## src/rtl/student_logic_pkg.sv

```systemverilog
// rtl/student_logic_pkg.sv - shared operator codes and FSM state encodings
package student_logic_pkg;

   typedef enum logic [1:0] {
      OP_AND  = 2'd0,
      OP_OR   = 2'd1,
      OP_XOR  = 2'd2,
      OP_NAND = 2'd3
   } op_e;

   typedef enum logic [1:0] {
      S_IDLE  = 2'd0,
      S_ACCUM = 2'd1,
      S_HOLD  = 2'd2
   } state_e;

endpackage

```

## src/rtl/student_and.sv

```systemverilog
// rtl/student_and.sv - single-bit AND gate
module student_and (
   input  logic a,
   input  logic b,
   output logic y
);
   assign y = a & b;
endmodule

```

## src/rtl/student_bitop_n.sv

```systemverilog
// rtl/student_bitop_n.sv - WIDTH-bit combinational AND/OR/XOR unit with op select
module student_bitop_n
   import student_logic_pkg::*;
#(
   parameter int WIDTH = 16
) (
   input  logic [WIDTH-1:0] a,
   input  logic [WIDTH-1:0] b,
   input  logic [1:0]       op,
   output logic [WIDTH-1:0] y
);

   logic [WIDTH-1:0] and_y;
   logic [WIDTH-1:0] or_y;
   logic [WIDTH-1:0] xor_y;

   for (genvar i = 0; i < WIDTH; i++) begin : g_bit
      student_and u_and (.a(a[i]), .b(b[i]), .y(and_y[i]));
      student_or  u_or  (.a(a[i]), .b(b[i]), .y(or_y[i]));
      student_xor u_xor (.a(a[i]), .b(b[i]), .y(xor_y[i]));
   end

   // NAND frames fold with AND; the inversion happens once at the output
   always_comb begin
      y = and_y;
      case (op)
         OP_OR:   y = or_y;
         OP_XOR:  y = xor_y;
         default: y = and_y;
      endcase
   end

endmodule

```

## src/rtl/student_or.sv

```systemverilog
// rtl/student_or.sv - single-bit OR gate
module student_or (
   input  logic a,
   input  logic b,
   output logic y
);
   assign y = a | b;
endmodule

```

## src/rtl/student_xor.sv

```systemverilog
// rtl/student_xor.sv - single-bit XOR gate
module student_xor (
   input  logic a,
   input  logic b,
   output logic y
);
   assign y = a ^ b;
endmodule

```

## src/rtl/student_and_accum.sv

```systemverilog
// rtl/student_and_accum.sv - streaming per-frame bitwise reduction with beat count and overflow
module student_and_accum
   import student_logic_pkg::*;
#(
   parameter int WIDTH = 16,
   parameter int CNT_W = 8
) (
   input  logic             clk,
   input  logic             rst,
   input  logic             in_valid,
   output logic             in_ready,
   input  logic [WIDTH-1:0] in_data,
   input  logic             in_last,
   input  logic [1:0]       in_op,
   output logic             out_valid,
   input  logic             out_ready,
   output logic [WIDTH-1:0] out_data,
   output logic [CNT_W-1:0] out_count,
   output logic             out_overflow
);

   state_e           state, state_nxt;
   logic [WIDTH-1:0] acc;
   logic [WIDTH-1:0] fold;
   op_e              op_r;
   logic [CNT_W-1:0] count;
   logic             ovf;
   logic             accept;
   logic             first;

   assign in_ready = (state != S_HOLD) || out_ready;
   assign accept   = in_valid && in_ready;
   // A beat accepted in IDLE, or in HOLD while the result drains, opens a new frame
   assign first    = (state == S_IDLE) || (state == S_HOLD);

   student_bitop_n #(.WIDTH(WIDTH)) u_bitop (
      .a  (acc),
      .b  (in_data),
      .op (op_r),
      .y  (fold)
   );

   always_comb begin
      state_nxt = state;
      case (state)
         S_IDLE:
            if (accept) state_nxt = in_last ? S_HOLD : S_ACCUM;
         S_ACCUM:
            if (accept && in_last) state_nxt = S_HOLD;
         S_HOLD:
            if (out_ready) begin
               if (accept) state_nxt = in_last ? S_HOLD : S_ACCUM;
               else        state_nxt = S_IDLE;
            end
         default:
            state_nxt = S_IDLE;
      endcase
   end

   always_ff @(posedge clk or posedge rst) begin
      if (rst) begin
         state <= S_IDLE;
         acc   <= '0;
         op_r  <= OP_AND;
         count <= '0;
         ovf   <= 1'b0;
      end else begin
         state <= state_nxt;
         if (accept) begin
            if (first) begin
               acc   <= in_data;
               op_r  <= op_e'(in_op);
               count <= CNT_W'(1);
               ovf   <= 1'b0;
            end else begin
               acc <= fold;
               if (count == '1) ovf   <= 1'b1;
               else             count <= count + CNT_W'(1);
            end
         end
      end
   end

   assign out_valid    = (state == S_HOLD);
   assign out_data     = (op_r == OP_NAND) ? ~acc : acc;
   assign out_count    = count;
   assign out_overflow = ovf;

endmodule
```

## config.mk

```make
export PLATFORM = sky130hd
export DESIGN_NAME = student_and_accum
export DESIGN_NICKNAME = d
export VERILOG_FILES = /design/src/rtl/student_logic_pkg.sv /design/src/rtl/student_and.sv /design/src/rtl/student_bitop_n.sv /design/src/rtl/student_or.sv /design/src/rtl/student_xor.sv /design/src/rtl/student_and_accum.sv
export SDC_FILE = /design/constraint.sdc
export NUM_CORES = 1
export LEC_CHECK = 0
export BUFFER_PORTS_ARGS = -buffer_cell sky130_fd_sc_hd__buf_2
export CAP_MARGIN = 20
export CORE_AREA = 8 8 137 75
export DETAILED_ROUTE_END_ITERATION = 16
export DIE_AREA = 0 0 145 83
export GPL_TIMING_DRIVEN = 0
export PLACE_DENSITY = 0.53
export SKIP_CTS_REPAIR_TIMING = 1
export SLEW_MARGIN = 25
export SYNTH_ARGS = -nofsm -noshare
export SYNTH_HDL_FRONTEND = slang
export SYNTH_SLANG_ARGS = --single-unit
```

## constraint.sdc

```tcl
create_clock -name clk -period 2.1 [get_ports clk]
set_input_delay 0.42 -clock clk [delete_from_list [all_inputs] [get_ports clk]]
set_output_delay 0.42 -clock clk [all_outputs]
set_load 0.02 [all_outputs]
```

==> reports/qor.csv <==
stage;metric;value;unit
power_and_ir_drop;Pwr Density;1003;mW/mm²
hold_path;Hold Path Class;in2async;
setup_path;CP Class;reg2out;
clocking;CTS Buf Count;5;
routing;met3 WL;554;µm
power_and_ir_drop;switching part of the total;0.4403;
timing;Slew Limit Headroom;0.5348;
layout;Multi-input gate area;0.001484;mm²
timing;Setup violations, final;0;
global_route;largest net degree at the start of global routing;30;
global_route;initial antenna violation count;0;
status;status;completed;
routing;Remaining DRCs;0;
logic_synthesis;syn nets;350;
logic_synthesis;EDFF count, synth;0;
layout;Final Core Density;0.3563;
floorplan;DIE HEIGHT;83;µm
setup_path;CP endpoint kind;primary output;
clocking;CTS clk-pin slew, worst paths;50;ps
clocking;CTS Sinks;29;
power_and_ir_drop;Combinational Power Share;0.456;
timing;Tcrit/Tclk final;0.9438;
setup_path;critical-path maximum fanout;10;
logic_synthesis;Post-Synth Adder-Cell Area;0.1860;
routing;DR vias/cell;4.694;
power_and_ir_drop;Switching Power;1.318;mW
logic_synthesis;Post-synth top flop;dfrtp_1;
setup_path;CP Data Arrival Time;1560;ps
logic_synthesis;combinational family with the most area after synthesis;compound AO/OA/AOI/OAI gates;
logic_synthesis;post-synthesis compound-gate area fraction;0.2035;
timing;Worst Skew;5.492;ps
global_route;GRT Overall Usage;0.1236;
logic_synthesis;yosys warns;0;
setup_path;Req. time, crit path;1680;ps
timing;slew at the pin closest to its max-slew limit;696.8;ps
routing;via count;2178;
logic_synthesis;simple-gate share of the synthesized area;0.1513;
logic_synthesis;Async SR Flop Fraction;1.000;
timing;RSZ-0062 raised after global routing;no;
timing;fmax;504.6;MHz
routing;wl on met1;3951;µm
layout;Reg area;725.7;µm²
timing;Tmin final;1982;ps
floorplan;total die area;0.01204;mm²
power_and_ir_drop;Seq pwr share;0.285;
layout;Fillers;891;
logic_synthesis;xor and xnor area share after synthesis;0.05785;
global_route;GRT Residual Overflow;0;
logic_synthesis;top cells by area, synth;dfrtp_1 30%, ha_1 19%, a21oi_1 6.8%, inv_1 6.2%, xor2_1 5.8%;
power_and_ir_drop;total power;2.994;mW
floorplan;initial core utilization;0.2891;
routing;Initial DRC Count;142;
layout;ANT cells;0;
timing;setup TNS;0;ps
routing;DR WL/cell;15.58;µm
floorplan;I/O pin cnt;50;
logic_synthesis;Mapped Area;0.002422;mm²
logic_synthesis;leading area contributor after synthesis;dfrtp_1;
routing;DR pass1 iterations;4;
timing;hold slack final;248.5;ps
clocking;clk buf depth;2;
clocking;CTS root buf;clkbuf_16;
layout;commonest non-fill, non-tap cells in the layout;51 x buf_2, 39 x inv_1, 35 x ha_1;
logic_synthesis;Seq cells post-synth;29;
logic_synthesis;Synth top area share;0.2996;
power_and_ir_drop;power share of the clock group;0.259;
floorplan;DIE WIDTH;145;µm
logic_synthesis;post-synthesis mux area share;0.008781;
layout;area growth from synthesis to layout;23.24;%
routing;Top Metal Used;met4;
global_route;first-pass GRT wire length;12020;µm
global_route;vias in the first global route;2228;
logic_synthesis;Cells after Synth;291;
timing;Slew Limit Fails;0;
power_and_ir_drop;peak supply drop;0.0004052;V
routing;met2 wire length;2675;µm
place;DP HPWL;5479;µm
logic_synthesis;synth unique cells;38;
job;Max-Cap Viols;0;
power_and_ir_drop;Static Leak;1.506;nW
layout;nets;405;
floorplan;core box area;0.008378;mm²
logic_synthesis;Seq/Total Area, Yosys;0.2996;
setup_path;critical path launch point type;flip-flop;
routing;Post-DRT Antenna Nets;0;
place;port bufs;49;
clocking;TritonCTS clock tree;done;
routing;Total Wirelength;7227;µm
place;RD Place Congestion;0.7901;
logic_synthesis;syn_area_per_cell;8.324;µm²
clocking;Skew-Pair Late Insertion Delay;280;ps
timing;Final Hold Fails;0;
layout;share of cells above drive strength 1;0.1988;
floorplan;Std-Cell Rows;24;
layout;commonest non-fill, non-tap cell in the layout;buf_2;
clocking;H-tree level count;2;
power_and_ir_drop;P_int;1.676;mW
## cell usage after synthesis, drive strengths merged, types with 2 or more instances
cell type / count
clkbuf: 11
o21ai: 22
dfrtp: 29
inv: 40
buf: 5
and2: 2
nor2b: 2
or4: 2
xor2: 16
a21oi: 33
nand2b: 19
ha: 36
nand4: 2
a31oi: 2
nand2: 24
and3: 2
nand3: 4
o211ai: 2
nor3: 2
a22oi: 17
nor2: 7
## kinds of logic after synthesis
family                   count (synthesis)
AO/OA/AOI/OAI                           83
XOR/XNOR                                16
adder cells (fa/ha/maj)                 36
buffers and inverters                   56
flip-flops                              29
multiplexers                             2
AND/OR/NAND/NOR                         69
## critical path, cell delays in order (launching register included)
cell	delay [ps]
dfrtp_1	420
ha_4	250
buf_4	250
xor2_1	170
buf_2	190
## registers in the layout (all words and copies together) (netlist names)
signal	count
out_count	8
out_overflow	1
op_r	2
state	2
acc	16
## power groups by stage
| stage | logic (mW) | clock network (mW) | registers (mW) |
|---|---|---|---|
| 5_1_grt | 1.54 | 0.822 | 0.881 |
| 4_1_cts | 1.37 | 0.790 | 0.849 |
| 2_1_floorplan | 0.896 | 0 | 0.853 |
| 6_report | 1.36 | 0.776 | 0.855 |
| 3_5_place_dp | 1.37 | 0 | 0.858 |
| 3_3_place_gp | 1.34 | 0 | 0.850 |
## metrics by stage
step	instances	setup slack (ps)	area, µm²
2_1_floorplan	291	200.5	2422
3_3_place_gp	457	-50.86	2814
3_5_place_dp	457	-86.74	2814
4_1_cts	465	-405.0	2972
5_1_grt	464	0.9828	2985
6_report	464	118.1	2985
## metal layers
| layer | up-vias | track usage |
|---|---|---|
| met5 | - | 0 |
| met4 | 0 | 0.02559 |
| met3 | 4 | 0.04437 |
| met2 | 56 | 0.1632 |
| met1 | 1025 | 0.1830 |
| li1 | 1093 | - |
## final cells by class
type                            count  area share
Buffer                             15     0.02557
Timing Repair Buffer               49     0.08215
Sequential cell                    29      0.2431
Tap cell                          117     0.04904
Inverter                           40     0.05029
Clock buffer                        7     0.05113
Multi-Input combinational cell    206      0.4971
Clock inverter                      1    0.001676
## path summary, 6_finish.rpt
path	depth (start not counted)	slack (ps)	start	to
worst max-delay path	4	120	op_r[0]$_DFFE_PP0P_	out_data[4]
worst min-delay path	2	250	rst	acc[2]$_DFFE_PP0N_
worst max register to register	8	250	op_r[0]$_DFFE_PP0P_	acc[2]$_DFFE_PP0N_
worst min register to register	1	510	out_overflow$_DFFE_PP0P_	out_overflow$_DFFE_PP0P_
max in group asynchronous	2	1400	rst	acc[11]$_DFFE_PP0N_
min in group clk	3	370	in_op[0]	op_r[0]$_DFFE_PP0P_
(Power assumes the default switching activity.)
